**config.mk**
```make
export PLATFORM = sky130hd
export DESIGN_NAME = glyph_loader_flat
export DESIGN_NICKNAME = d
export VERILOG_FILES = /design/src/rtl/glyph_loader_if.sv /design/src/rtl/glyph_loader.sv /design/src/flat_wrapper.sv
export SDC_FILE = /design/constraint.sdc
export NUM_CORES = 1
export LEC_CHECK = 0
export ABC_AREA = 1
export CAP_MARGIN = 25
export CORE_ASPECT_RATIO = 0.75
export CORE_MARGIN = 1
export CORE_UTILIZATION = 46
export DETAILED_ROUTE_END_ITERATION = 12
export HOLD_SLACK_MARGIN = 0.03
export PLACE_DENSITY = 0.73
export SYNTH_ARGS = -nofsm -noshare
export SYNTH_HDL_FRONTEND = slang
export SYNTH_SLANG_ARGS = --single-unit
export TNS_END_PERCENT = 30
```
**constraint.sdc**
```tcl
create_clock -name clock -period 2 [get_ports clock]
set_clock_uncertainty 0.1 [all_clocks]
set_input_delay 0.4 -clock clock [delete_from_list [all_inputs] [get_ports clock]]
set_output_delay 0.4 -clock clock [all_outputs]
set_load 0.02 [all_outputs]
```
**src/rtl/glyph_loader_if.sv**
```systemverilog
// Byte-stream and glyph-store write bundle for glyph_loader.
//   byte_data/byte_valid/byte_ready : host link byte stream (valid/ready)
//   mem_write/mem_x/mem_y/mem_data  : one-pixel-per-cycle store write port
//   busy/done/err                   : loader status
// slave  = the loader side, master = the link/store side.
interface glyph_loader_if;
    logic [7:0] byte_data;
    logic       byte_valid;
    logic       byte_ready;
    logic       mem_write;
    logic [1:0] mem_x;
    logic [2:0] mem_y;
    logic       mem_data;
    logic       busy;
    logic       done;
    logic       err;

    modport slave (
        input  byte_data, byte_valid,
        output byte_ready, mem_write, mem_x, mem_y, mem_data, busy, done, err
    );

    modport master (
        output byte_data, byte_valid,
        input  byte_ready, mem_write, mem_x, mem_y, mem_data, busy, done, err
    );
endinterface

```
**src/rtl/glyph_loader.sv**
```systemverilog
// glyph_loader: receives a framed glyph (HEADER + 3 payload bytes) and writes
// its 20 pixel bits into the 4x5 glyph store, one bit per cycle.
//   clock : system clock, all logic on posedge
//   rst   : asynchronous active-high reset
//   bus   : glyph_loader_if.slave (byte stream in, store write + status out)
// Glyph layout: bit k sits at column k%4, row k/4; payload byte 0 supplies
// bits 19:16 (its high nibble is ignored), byte 1 bits 15:8, byte 2 bits 7:0.
module glyph_loader #(
    parameter logic [7:0]  HEADER      = 8'hA5,
    parameter int unsigned TIMEOUT_CYC = 1000   // 0 disables the timeout
) (
    input  logic           clock,
    input  logic           rst,
    glyph_loader_if.slave  bus
);

    localparam int TW = (TIMEOUT_CYC > 0) ? $clog2(TIMEOUT_CYC + 1) : 1;

    typedef enum logic [1:0] {IDLE, RECV, WRITE, DONE} state_t;

    state_t        state, state_n;
    logic [19:0]   glyph, glyph_n;
    logic [1:0]    bcnt, bcnt_n;
    logic [TW-1:0] tcnt, tcnt_n;
    logic [4:0]    k, k_n;

    logic          mem_write_q, mem_write_n;
    logic [1:0]    mem_x_q, mem_x_n;
    logic [2:0]    mem_y_q, mem_y_n;
    logic          mem_data_q, mem_data_n;
    logic          busy_q, busy_n;
    logic          done_q, done_n;
    logic          err_q, err_n;

    logic          accept;

    assign bus.byte_ready = (state == IDLE) || (state == RECV);
    assign accept         = bus.byte_valid && bus.byte_ready;

    assign bus.mem_write = mem_write_q;
    assign bus.mem_x     = mem_x_q;
    assign bus.mem_y     = mem_y_q;
    assign bus.mem_data  = mem_data_q;
    assign bus.busy      = busy_q;
    assign bus.done      = done_q;
    assign bus.err       = err_q;

    always_ff @(posedge clock or posedge rst) begin
        if (rst) begin
            state       <= IDLE;
            glyph       <= '0;
            bcnt        <= '0;
            tcnt        <= '0;
            k           <= '0;
            mem_write_q <= 1'b0;
            mem_x_q     <= '0;
            mem_y_q     <= '0;
            mem_data_q  <= 1'b0;
            busy_q      <= 1'b0;
            done_q      <= 1'b0;
            err_q       <= 1'b0;
        end else begin
            state       <= state_n;
            glyph       <= glyph_n;
            bcnt        <= bcnt_n;
            tcnt        <= tcnt_n;
            k           <= k_n;
            mem_write_q <= mem_write_n;
            mem_x_q     <= mem_x_n;
            mem_y_q     <= mem_y_n;
            mem_data_q  <= mem_data_n;
            busy_q      <= busy_n;
            done_q      <= done_n;
            err_q       <= err_n;
        end
    end

    always_comb begin
        state_n    = state;
        glyph_n    = glyph;
        bcnt_n     = bcnt;
        tcnt_n     = tcnt;
        k_n        = k;
        err_n      = 1'b0;
        mem_x_n    = mem_x_q;
        mem_y_n    = mem_y_q;
        mem_data_n = mem_data_q;

        case (state)
            IDLE: begin
                if (accept && bus.byte_data == HEADER) begin
                    state_n = RECV;
                    bcnt_n  = '0;
                    tcnt_n  = '0;
                end
            end
            RECV: begin
                // An accepted byte takes priority over a timeout on the same edge.
                if (accept) begin
                    tcnt_n = '0;
                    case (bcnt)
                        2'd0: begin
                            glyph_n[19:16] = bus.byte_data[3:0];
                            bcnt_n         = 2'd1;
                        end
                        2'd1: begin
                            glyph_n[15:8] = bus.byte_data;
                            bcnt_n        = 2'd2;
                        end
                        default: begin
                            glyph_n[7:0] = bus.byte_data;
                            bcnt_n       = 2'd0;
                            state_n      = WRITE;
                            k_n          = '0;
                        end
                    endcase
                end else if (TIMEOUT_CYC != 0 && tcnt == TW'(TIMEOUT_CYC - 1)) begin
                    // Silent cycle count reaches TIMEOUT_CYC on this edge.
                    state_n = IDLE;
                    err_n   = 1'b1;
                    bcnt_n  = '0;
                    tcnt_n  = '0;
                end else begin
                    tcnt_n = tcnt + 1'b1;
                end
            end
            WRITE: begin
                if (k == 5'd19) state_n = DONE;
                else            k_n     = k + 5'd1;
            end
            default: state_n = IDLE;   // DONE
        endcase

        // Outputs are registered: they are computed from the next state so the
        // write for pixel k is visible during the cycle the FSM spends on k.
        mem_write_n = (state_n == WRITE);
        if (mem_write_n) begin
            mem_x_n    = k_n[1:0];
            mem_y_n    = k_n[4:2];
            mem_data_n = glyph_n[k_n];
        end
        busy_n = (state_n != IDLE);
        done_n = (state_n == DONE);
    end

endmodule

```
**src/flat_wrapper.sv**
```systemverilog
// flat-port wrapper written by rule: the top's interface ports become plain ports
module glyph_loader_flat 
#(
    parameter logic [7:0]  HEADER      = 8'hA5,
    parameter int unsigned TIMEOUT_CYC = 1000                            
)
  (clock, rst, bus_byte_data, bus_byte_valid, bus_byte_ready, bus_mem_write, bus_mem_x, bus_mem_y, bus_mem_data, bus_busy, bus_done, bus_err);
  glyph_loader_if bus_i ();
  input  logic clock;
  input  logic rst;
  input wire logic [$bits(bus_i.byte_data)-1:0] bus_byte_data;
  input wire logic [$bits(bus_i.byte_valid)-1:0] bus_byte_valid;
  output wire logic [$bits(bus_i.byte_ready)-1:0] bus_byte_ready;
  output wire logic [$bits(bus_i.mem_write)-1:0] bus_mem_write;
  output wire logic [$bits(bus_i.mem_x)-1:0] bus_mem_x;
  output wire logic [$bits(bus_i.mem_y)-1:0] bus_mem_y;
  output wire logic [$bits(bus_i.mem_data)-1:0] bus_mem_data;
  output wire logic [$bits(bus_i.busy)-1:0] bus_busy;
  output wire logic [$bits(bus_i.done)-1:0] bus_done;
  output wire logic [$bits(bus_i.err)-1:0] bus_err;
  assign bus_i.byte_data = bus_byte_data;
  assign bus_i.byte_valid = bus_byte_valid;
  assign bus_byte_ready = bus_i.byte_ready;
  assign bus_mem_write = bus_i.mem_write;
  assign bus_mem_x = bus_i.mem_x;
  assign bus_mem_y = bus_i.mem_y;
  assign bus_mem_data = bus_i.mem_data;
  assign bus_busy = bus_i.busy;
  assign bus_done = bus_i.done;
  assign bus_err = bus_i.err;
  glyph_loader #(.HEADER(HEADER), .TIMEOUT_CYC(TIMEOUT_CYC)) u_core (.clock(clock), .rst(rst), .bus(bus_i));
endmodule
```
Word level (Yosys, flattened, before mapping):

Cells that the tools add are included.
W data, S select, Z words.

* add/subtract/negate cells: 2
* order comparisons: 1
* reduce and logical (&&, ||, !) cells: 10
* muxes and demuxes: 29
* equality and inequality tests: 10

Operators by type and width (count)
* $mux W20: 2
* $mux W10: 3
* $pmux W10 S2: 1
* $mux W2: 8
* $mux W8: 2
* $mux W5: 3
* $add A10 B1 Y10 const B: 1
* $eq A10 B10 Y1 const B: 1
* $pmux W5 S2: 1
* $eq A8 B8 Y1 const B: 1
* $pmux W2 S2: 2
* $eq A2 B2 Y1 const B: 3
* $lt A5 B6 Y1 const B: 1
* $pmux W2 S3: 1
* $add A5 B1 Y5 const B: 1
* $bmux W1 S5: 1
* $eq A5 B5 Y1 const B: 1
* $eq A2 B1 Y1 const B: 2
* $logic_not A2 Y1: 2
* $mux W1: 4
* $mux W4: 1
* $reduce_bool A2 Y1: 2
* $ne A3 B2 Y1 const B: 1
* $reduce_and A3 Y1: 1
* other kinds (5): 6

* output and inout bits: 11
* bits of input ports: 11
* flip-flop bits (word level): 49
* logic and storage cells: 64

Logic depth before layout (Yosys ltp):

Gate-level depths: netlist (run 1).

* depth after elaboration: 7
* mapped depth: 17

Worst setup path before layout (run 1):

No wires, ideal clock.

* kind: reg2reg
* start: reg u_core.state[1]
* end: reg u_core.mem_data_q, in the netlist u_core.bus.mem_data
* slack: -0.107 ns
* cell stages (with the launch flop): 17
* required time: 1.780 ns
* period minus slack after synthesis: 2.107 ns
* library setup time: 0.120 ns
* data arrival time: 1.887 ns
* path through: dfrtp_1 > inv_1 > ha_1 > inv_1 > nor2_2 > nand3_2 > nand2_1 > buf_2 > nand2_1 > nand3_1 > nand2_1 > nand2_1 > nand2_1 > inv_1 > nand2_1 > nand2_1 > a21oi_1

* longest elaborated chain between the ends: 7
* elaborated cells on any way between the ends: 19

RTL lines
* start, declared: line glyph_loader.sv:21 `state_t state, state_n;`
* start signal, assigned: line glyph_loader.sv:63 `state <= state_n;`
* $eq A2 B1 Y1 / $logic_not A2 Y1 (equally long branches): line glyph_loader.sv:37, glyph_loader.sv:89
* $logic_or A1 B1 Y1: line glyph_loader.sv:37 `assign bus.byte_ready = (state == IDLE) || (state == RECV);`
* $logic_and A1 B1 Y1: line glyph_loader.sv:38 `assign accept = bus.byte_valid && bus.byte_ready;`
* $mux W5 (tied with other cells): line glyph_loader.sv:99 `if (accept) begin`
* $pmux W5 S2 (tied with other cells): line glyph_loader.sv:89 `case (state)`
* $bmux W1 S5 / $pmux W2 S3 (equally long branches): line glyph_loader.sv:140, glyph_loader.sv:89
* $mux W1 (implied by the code) / $eq A2 B2 Y1 (equally long branches): line glyph_loader.sv:140, glyph_loader.sv:136
* end signal, assigned: line glyph_loader.sv:71 `mem_data_q <= mem_data_n;`
* end, declared: line glyph_loader.sv:30 `logic mem_data_q, mem_data_n;`

Parallel ways exist; a longest one is shown, timed or not. The select of a mux whose other input is x is not followed.
A chain may end at the register's enable or synchronous reset.

Worst setup path in the final report (run 1):

* start: reg u_core.state[0]
* end: reg u_core.mem_data_q, in the netlist u_core.bus.mem_data

* longest elaborated chain between the ends: 7
* elaborated cells on any way between the ends: 19

RTL lines
* $eq A2 B1 Y1 / $logic_not A2 Y1 (equally long branches): line glyph_loader.sv:37, glyph_loader.sv:89
* $logic_or A1 B1 Y1: line glyph_loader.sv:37
* $logic_and A1 B1 Y1: line glyph_loader.sv:38
* $mux W5: line glyph_loader.sv:99
* $pmux W5 S2 (*): line glyph_loader.sv:89
* net u_core.k_n[2]: line glyph_loader.sv:25 `logic [4:0] k, k_n;`
* $bmux W1 S5 (*): line glyph_loader.sv:140 `mem_data_n = glyph_n[k_n];`
* $mux W1 (implied by the code) (*): line glyph_loader.sv:140

Mark *: on every way through the listed nets, which the timed path passes. The rest lies on a longest branch. The select of a mux whose other input is x is not followed.

==> summary.log, run 1 <==
qor: run_status.result_of_the_run complete, but fails checks
qor: run_status.violations negative setup slack
qor: synthesis.synth-compound-area-share 7.842%
qor: drt.route.detailed.drc 0
qor: layout.most_frequent_cells_in_the_layout sky130_fd_sc_hd__nand2_1 (79), sky130_fd_sc_hd__inv_1 (69), sky130_fd_sc_hd__buf_4 (65)
qor: sta.normalized_max_slew_margin 75.02%
qor: synthesis.post_synth_and_or_nand_nor_area_fraction 31.93%
qor: floorplanning.die_y 68.31 µm
qor: global_routing.groute.usage.overall 24.01%
qor: sta.final.min_clock_period 2.107 ns
qor: hold_path.min-delay-path-class primary input to async pin
qor: synthesis.netlist-cell-type-count 30
qor: synthesis.ys_seq_area_share 45.48%
qor: layout.fillerInstances 451
qor: clock_network.cts-buffers-inserted 5
qor: layout.layout_commonest_cell sky130_fd_sc_hd__nand2_1
qor: power_and_ir_drop.max-vdd-ir-drop 0.4643 mV
qor: floorplanning.core_box_area 5497 µm²
qor: synthesis.synthAdderAreaFrac 2.784%
qor: layout.area_delta_synth_final 43.99%
qor: clock_network.clock_sink_count 49
qor: sta.grt_setup_unrepaired true
qor: synthesis.syn_avg_cell_area 7.469 µm²
qor: floorplanning.placement_rows 23
qor: global_routing.grt-ovfl-total 0
qor: sta.layout_worst_path_cycle_share 105.4%
qor: clock_network.tritoncts built
qor: sta.finalSetupViolations 6
qor: layout.final_layout_size_suffix_gt1_share 31.07%
qor: sta.slew_violations 0
qor: floorplanning.fp.dieArea 6175 µm²
qor: critical_path.crit_path_max_fanout 4
qor: synthesis.yosysWarningCount 0
qor: floorplanning.num_io_pins 22
qor: global_routing.grt_antenna_before_repair 0
qor: placed_design.placedCellCount 518
qor: layout.antenna_cells 0
qor: floorplanning.starting_density_of_the_core 49.06%
qor: synthesis.synth.area.mux_share 0%
qor: clock_network.clock_latency 0.31 ns
qor: power_and_ir_drop.leakage_power 1.984 nW
qor: global_routing.grt_pass1_wl 11.40 mm
qor: sta.finalSetupTns -0.1834 ns
qor: power_and_ir_drop.power_density 1160 nW/µm²
qor: sta.worst_slew_pin_tran 0.3718 ns
qor: drt.antenna_violating_nets_post_route 0
qor: synthesis.netlist_instances 361
qor: job.cap_viol_max_count 0
qor: layout.fin_nets 473
qor: clock_network.clkTransAtPathRegs 0.09 ns
qor: clock_network.cts_htree_levels 2
qor: sta.fmaxAchievable 474.5 MHz
qor: layout.stdcell_count 532
qor: placed_design.place_congestion 0.8755
qor: clock_network.clock_tree.root_cell sky130_fd_sc_hd__clkbuf_8
qor: placed_design.numPortBuffers 21
qor: floorplanning.dieWidth 90.41 µm
qor: synthesis.synth.net_count 378
qor: critical_path.worst_endpoint_data_arrival_time 2.25 ns
qor: synthesis.combinational_family_with_the_most_area_after_synthesis simple AND/OR/NAND/NOR gates
qor: clock_network.cts.path.max_buffers 2
qor: synthesis.post_synth_instance_area 2696 µm²
qor: drt.route.detailed.vias_per_inst 4.996
qor: drt.first_iter_violations 165
qor: critical_path.criticalPathCategory flip-flop to flip-flop
qor: critical_path.worst_path_required_time 2.15 ns
qor: global_routing.grt_pass1_vias 2442
qor: critical_path.endpoint_kind flip-flop
qor: drt.average_wire_length_per_cell_after_detail_routing 13.06 µm
qor: drt.routed_wirelength 6.949 mm
qor: power_and_ir_drop.totalPowerFinal 4.503 mW
qor: placed_design.dp_worst_setup_slack -0.5362 ns
qor: drt.drtPass1Iterations 4
qor: drt.routed-via-count 2658
qor: sta.timing.final.ws_setup -0.1074 ns
qor: layout.final_core_utilization 70.64%
qor: global_routing.grt_max_degree 50
qor: placed_design.post-dp-hpwl 4.938 mm
qor: synthesis.synth_seq_cells 49
qor: sta.hold_viol_final 0
qor: synthesis.yosys.area_share.xor_xnor 0%
qor: critical_path.critical_path.startpoint_type flip-flop
[flip-flops by register name, summed over array words and instances, names as in the netlist]
signal and cells:
u_core.bus.mem_write 1, u_core.bus.err 1, u_core.glyph 20, u_core.bus.done 1, u_core.state 2, u_core.tcnt 10
u_core.bus.mem_data 1, u_core.bcnt 2, u_core.bus.busy 1, u_core.bus.mem_y 3, u_core.bus.mem_x 2, u_core.k 5
[cells in the mapped netlist]
master / count / area (µm²)
sky130_fd_sc_hd__nor2_1: 16 / 60.06
sky130_fd_sc_hd__a21oi_1: 7 / 35.03
sky130_fd_sc_hd__ha_1: 6 / 75.07
sky130_fd_sc_hd__dfrtp_1: 49 / 1226
sky130_fd_sc_hd__nand3_2: 2 / 20.02
sky130_fd_sc_hd__nor2_8: 1 / 20.02
sky130_fd_sc_hd__nand3b_1: 2 / 15.01
sky130_fd_sc_hd__clkbuf_1: 1 / 3.750
sky130_fd_sc_hd__nand2_1: 95 / 356.6
sky130_fd_sc_hd__o21ai_0: 18 / 90.09
sky130_fd_sc_hd__inv_2: 3 / 11.26
sky130_fd_sc_hd__nor3_1: 7 / 35.03
sky130_fd_sc_hd__o311ai_0: 1 / 8.760
sky130_fd_sc_hd__or2_2: 1 / 6.260
sky130_fd_sc_hd__inv_1: 76 / 285.3
sky130_fd_sc_hd__nand4_1: 10 / 62.56
sky130_fd_sc_hd__buf_2: 3 / 15.01
sky130_fd_sc_hd__o21ai_1: 5 / 25.02
sky130_fd_sc_hd__nand3_1: 39 / 195.2
sky130_fd_sc_hd__nand2_2: 4 / 25.02
sky130_fd_sc_hd__o21a_1: 2 / 15.01
sky130_fd_sc_hd__o22ai_1: 1 / 6.260
sky130_fd_sc_hd__nor2_4: 3 / 33.78
sky130_fd_sc_hd__nor4_1: 2 / 12.51
sky130_fd_sc_hd__or2_0: 1 / 6.260
sky130_fd_sc_hd__buf_4: 1 / 7.510
sky130_fd_sc_hd__a21oi_4: 1 / 16.27
sky130_fd_sc_hd__a21oi_2: 1 / 8.760
sky130_fd_sc_hd__a31oi_1: 1 / 6.260
sky130_fd_sc_hd__nor2_2: 2 / 12.51
[logic make-up (layout without fill, tap and decap cells)]
family / Yosys count / after routing
AND/OR/NAND/NOR: 185 / 185
buffers and inverters: 84 / 180
flip-flops: 49 / 49
AO/OA/AOI/OAI: 37 / 37
adder cells (fa/ha/maj): 6 / 6
[layer usage]
metal | vias to the layer above | share of wire [%] | global-route usage (%)
met5 | - | 0 | 0
met4 | 0 | 2.7 | 11.90
met3 | 17 | 4.9 | 4.111
met2 | 77 | 46 | 38.36
met1 | 1247 | 46 | 32.20
li1 | 1317 | - | -
[worst paths after layout]
path,startpoint,to,slack [ns],cells after the start
hold / removal,rst,u_core.bus.done,0.32,3
max in group asynchronous,rst,u_core.glyph[4],1.22,3
hold reg to reg,u_core.glyph[18],u_core.glyph[18],0.38,2
setup / recovery,u_core.state[0],u_core.bus.mem_data,-0.11,14
min in group clock,u_core.glyph[18],u_core.glyph[18],0.38,2
setup reg to reg,u_core.state[0],u_core.bus.mem_data,-0.11,14
[what timing repair did]
| action | in CTS | in global routing |
|---|---|---|
| hold endpoints to repair | 0 | 0 |
| resized for setup | 28 | 47 |
| endpoints found under the setup margin | 18 | 22 |
| setup buffers | 4 | 3 |
| hold buffers | 0 | 0 |
| pin swaps | 8 | 13 |
[cell type report]
cell class              count  area, µm²  area share (%)
clock buffers               6      82.58           2.127
well taps                  75      93.84           2.417
inverters                  79      304.0           7.831
clock inverters             2      37.54          0.9668
flip-flops and latches     49       1226           31.58
multi-input cells         228       1354           34.87
repair buffers             93      784.5           20.21
[where the power goes]
| group | switching, mW | internal [mW] |
|---|---|---|
| Combinational | 1.37 | 1.12 |
| Sequential | 0.0867 | 1.17 |
| Clock | 0.354 | 0.407 |
[stage by stage]
stage | hold WS, ns | instance area [µm²]
6_report | 0.3210 | 3882
5_1_grt | 0.3892 | 3882
4_1_cts | 0.3547 | 3732
3_5_place_dp | 0.3693 | 3527
3_3_place_gp | 0.3586 | 3527
2_1_floorplan | 0.3617 | 2744
[critical path: stages (launching register included)]
cell	delay, ns
sky130_fd_sc_hd__dfrtp_1	0.42
sky130_fd_sc_hd__buf_6	0.12
sky130_fd_sc_hd__ha_4	0.17
sky130_fd_sc_hd__inv_2	0.06
sky130_fd_sc_hd__a21oi_2	0.20
sky130_fd_sc_hd__nor2_4	0.08
sky130_fd_sc_hd__o21ai_1	0.29
sky130_fd_sc_hd__inv_1	0.13
sky130_fd_sc_hd__nor2_1	0.12
sky130_fd_sc_hd__nand2_1	0.06
sky130_fd_sc_hd__nand2_1	0.05
sky130_fd_sc_hd__inv_1	0.03
sky130_fd_sc_hd__nand2_1	0.04
sky130_fd_sc_hd__nand2_1	0.04
sky130_fd_sc_hd__a21oi_1	0.11
No activity file was read; power rests on OpenSTA's default activity.
==> inputs of run 2 (changes only) <==
Settings changed: PLACE_DENSITY 0.73 to 0.71.
Clock period 2 ns to 2.6 ns, I/O delays scaled along.
==> run 2 against run 1 <==
Against the previous run: worst hold slack improved by 0.067 ns; total power fell by 36%; utilization shrank 13 points; sequential power fell by 22%; die area unchanged; critical endpoint is now bus_byte_ready; critical path type is now flip-flop to primary output; sequential share of layout area increased by 6.9 points; combinational power shrank 43%; the flow now finishes without violations; cell count is 11% lower.
==> summary.log, run 2 (synthesis gave the netlist of run 1 again) <==
qor: placed_design.place_congestion 0.8900 [+1.7%]
qor: critical_path.crit_path_cell_trace inv_1, ha_1, inv_2, nand2_1, clkdlybuf4s50_1
qor: global_routing.grt_pass1_wl 10.05 mm [-12%]
qor: sta.final.min_clock_period 2.483 ns
qor: drt.antenna_violating_nets_post_route 0 [unchanged]
qor: drt.first_iter_violations 146 [-12%]
qor: floorplanning.core_box_area 5497 µm² [unchanged]
qor: clock_network.post-cts-setup-buffers 0 [-4]
qor: sta.finalSetupViolations 0 [-6]
qor: floorplanning.die_y 68.31 µm [unchanged]
qor: drt.routed-via-count 2323 [-13%]
qor: power_and_ir_drop.leakage_power 1.626 nW [-18%]
qor: sta.grt_setup_unrepaired false
qor: global_routing.grt-ovfl-total 0 [unchanged]
qor: clock_network.tritoncts built
qor: drt.drtPass1Iterations 4 [unchanged]
qor: global_routing.groute.usage.overall 20.88% [-3.1 points]
qor: clock_network.clock_latency 0.30 ns [about the same]
qor: floorplanning.starting_density_of_the_core 49.06% [unchanged]
qor: critical_path.criticalPathCategory flip-flop to primary output
qor: drt.route.detailed.vias_per_inst 4.922 [-1.5%]
qor: sta.fmaxAchievable 402.7 MHz
qor: placed_design.placedCellCount 464 [-10%]
qor: hold_path.min-delay-path-class flip-flop to flip-flop
qor: critical_path.worst_endpoint_data_arrival_time 1.86 ns [-0.39 ns]
qor: global_routing.grt_pass1_vias 2151 [-12%]
qor: floorplanning.num_io_pins 22 [unchanged]
qor: layout.area_delta_synth_final 18.28%
qor: sta.slew_violations 0 [unchanged]
qor: placed_design.post-dp-hpwl 4.526 mm [-8.3%]
qor: clock_network.clock_tree.root_cell sky130_fd_sc_hd__clkbuf_8
qor: drt.average_wire_length_per_cell_after_detail_routing 12.37 µm [-5.3%]
qor: sta.worst_slew_pin_tran 0.4865 ns [+0.1147 ns]
qor: layout.fillerInstances 499 [+11%]
qor: layout.layout_commonest_cell sky130_fd_sc_hd__nand2_1
qor: layout.largest-register u_core.glyph
qor: global_routing.grt_max_degree 30 [-40%]
qor: clock_network.cts_htree_levels 2 [unchanged]
qor: layout.stdcell_count 472 [-11%]
qor: critical_path.critical_path.startpoint_type flip-flop
qor: sta.normalized_max_slew_margin 67.52% [-7.5 points]
qor: run_status.result_of_the_run complete, no violations
qor: critical_path.crit_cells 5 [-9]
qor: placed_design.placed_cell_area 3077 µm² [-13%]
qor: power_and_ir_drop.max-vdd-ir-drop 0.3907 mV [-16%]
qor: critical_path.ff2ff_path_depth 12 [-2]
qor: clock_network.clock_sink_count 49 [unchanged]
qor: sta.hold_viol_final 0 [unchanged]
qor: layout.fin_nets 413 [-13%]
qor: floorplanning.fp.dieArea 6175 µm² [unchanged]
qor: floorplanning.dieWidth 90.41 µm [unchanged]
qor: critical_path.worst_path_required_time 1.98 ns [-0.17 ns]
qor: critical_path.critPathMaxStageDelay 0.61 ns [+0.19 ns]
qor: critical_path.worstPathBufferInverterCount 3 [-1]
qor: layout.final_cell_area 3189 µm² [-18%]
qor: critical_path.crit_path_max_fanout 5 [+1]
qor: placed_design.numPortBuffers 21 [unchanged]
qor: drt.routed_wirelength 5.838 mm [-16%]
qor: clock_network.clkTransAtPathRegs 0.09 ns [about the same]
qor: sta.layout_worst_path_cycle_share 95.51%
qor: critical_path.cp_top_delay_family buffers and inverters
qor: sta.holdWs 0.3885 ns [+0.06748 ns]
qor: hold_path.worst_hold_path.num_cells 2
qor: global_routing.grt_antenna_before_repair 0 [unchanged]
qor: clock_network.hold_buffers 0 [unchanged]
qor: critical_path.endpoint_kind primary output
qor: layout.max_reg_flops 20 [unchanged]
qor: layout.most_frequent_cells_in_the_layout sky130_fd_sc_hd__nand2_1 (95), sky130_fd_sc_hd__inv_1 (75), sky130_fd_sc_hd__dfrtp_1 (49)
qor: clock_network.cts-buffers-inserted 5 [unchanged]
qor: power_and_ir_drop.power_density 904.2 nW/µm² [-22%]
qor: power_and_ir_drop.totalPowerFinal 2.884 mW [-36%]
qor: layout.antenna_cells 0 [unchanged]
qor: clock_network.cts.path.max_buffers 2 [unchanged]
qor: layout.final_layout_size_suffix_gt1_share 10.33% [-21 points]
qor: layout.biggestRegsByFlops u_core.glyph: 20 flops, u_core.tcnt: 10 flops, u_core.k: 5 flops
qor: floorplanning.placement_rows 23 [unchanged]
qor: critical_path.slowest_stage sky130_fd_sc_hd__clkdlybuf4s50_1
qor: job.cap_viol_max_count 0 [unchanged]
qor: drt.route.detailed.drc 0 [unchanged]
==> run 2: cell types whose count changed in the layout (fill, tap and decap cells not counted), moves of 4 or more <==
cell and change:
sky130_fd_sc_hd__buf_4 -54, sky130_fd_sc_hd__nand2_1 +16, sky130_fd_sc_hd__nand2_2 -11, sky130_fd_sc_hd__o21ai_0 +10, sky130_fd_sc_hd__o21ai_2 -8, sky130_fd_sc_hd__buf_6 -6
sky130_fd_sc_hd__inv_1 +6, sky130_fd_sc_hd__nand2_4 -5, sky130_fd_sc_hd__clkdlybuf4s50_1 +4
==> run 2: layout make-up <==
cell class	instances	area, µm²	share of cell area, %
sequential	49	1226	38.45
multi-input combinational	228	1159	36.33
timing repair buffer	33	312.8	9.808
inverter	79	296.5	9.298
clock buffer	7	96.34	3.021
tap	75	93.84	2.942
clock inverter	1	5.005	0.1569
==> run 2: final timing paths <==
check	startpoint	endpoint	slack [ns]
max	u_core.state[1]	bus_byte_ready	0.12
min	u_core.bus.mem_y[1]	u_core.bus.mem_y[1]	0.39
max reg2reg	u_core.state[1]	u_core.tcnt[8]	0.20
min reg2reg	u_core.bus.mem_y[1]	u_core.bus.mem_y[1]	0.39
max in group asynchronous	rst	u_core.glyph[9]	1.42
min in group asynchronous	rst	u_core.bus.busy	0.45
==> run 2: per-layer routing <==
layer	GRT usage, %	part of all wire, %	vias to the layer above
li1	-	-	1199
met1	30.07	52	1039
met2	32.82	41	74
met3	3.556	5.2	11
met4	5.444	1.3	0
met5	0	0	-
==> run 2: metrics by stage <==
step,worst slack (ns),util (%),TNS [ns]
4_1_cts,0.09877,57.82,0
2_1_floorplan,0.4933,-,0
3_5_place_dp,-0.07780,55.98,-0.1418
5_1_grt,0.01166,58.02,0
3_3_place_gp,-0.05537,55.98,-0.1074
6_report,0.1166,58.02,0
==> run 2: worst reg2reg max path, cell delays in order, from the launching register on <==
cell and delay, ns:
sky130_fd_sc_hd__dfrtp_1 0.43, sky130_fd_sc_hd__inv_1 0.12, sky130_fd_sc_hd__ha_1 0.21, sky130_fd_sc_hd__buf_4 0.22, sky130_fd_sc_hd__nor2_4 0.08, sky130_fd_sc_hd__nor2_8 0.14
sky130_fd_sc_hd__nand3_2 0.16, sky130_fd_sc_hd__a21oi_4 0.24, sky130_fd_sc_hd__inv_2 0.11, sky130_fd_sc_hd__nor2_2 0.16, sky130_fd_sc_hd__nand2_1 0.09, sky130_fd_sc_hd__o21ai_0 0.16
sky130_fd_sc_hd__nor2_1 0.07
==> run 2: timing repair <==
item	4_1_cts	5_1_grt
endpoints found under the hold margin	0	0
setup endpoints to repair	0	4
gates resized for setup	0	4
==> run 2: where the power goes <==
| group | switching, mW | internal, mW | total (mW) | leakage [nW] |
|---|---|---|---|---|
| Clock | 0.252 | 0.241 | 0.493 | 0.0542 |
| Combinational | 0.880 | 0.536 | 1.42 | 1.00 |
| Sequential | 0.0781 | 0.897 | 0.975 | 0.571 |
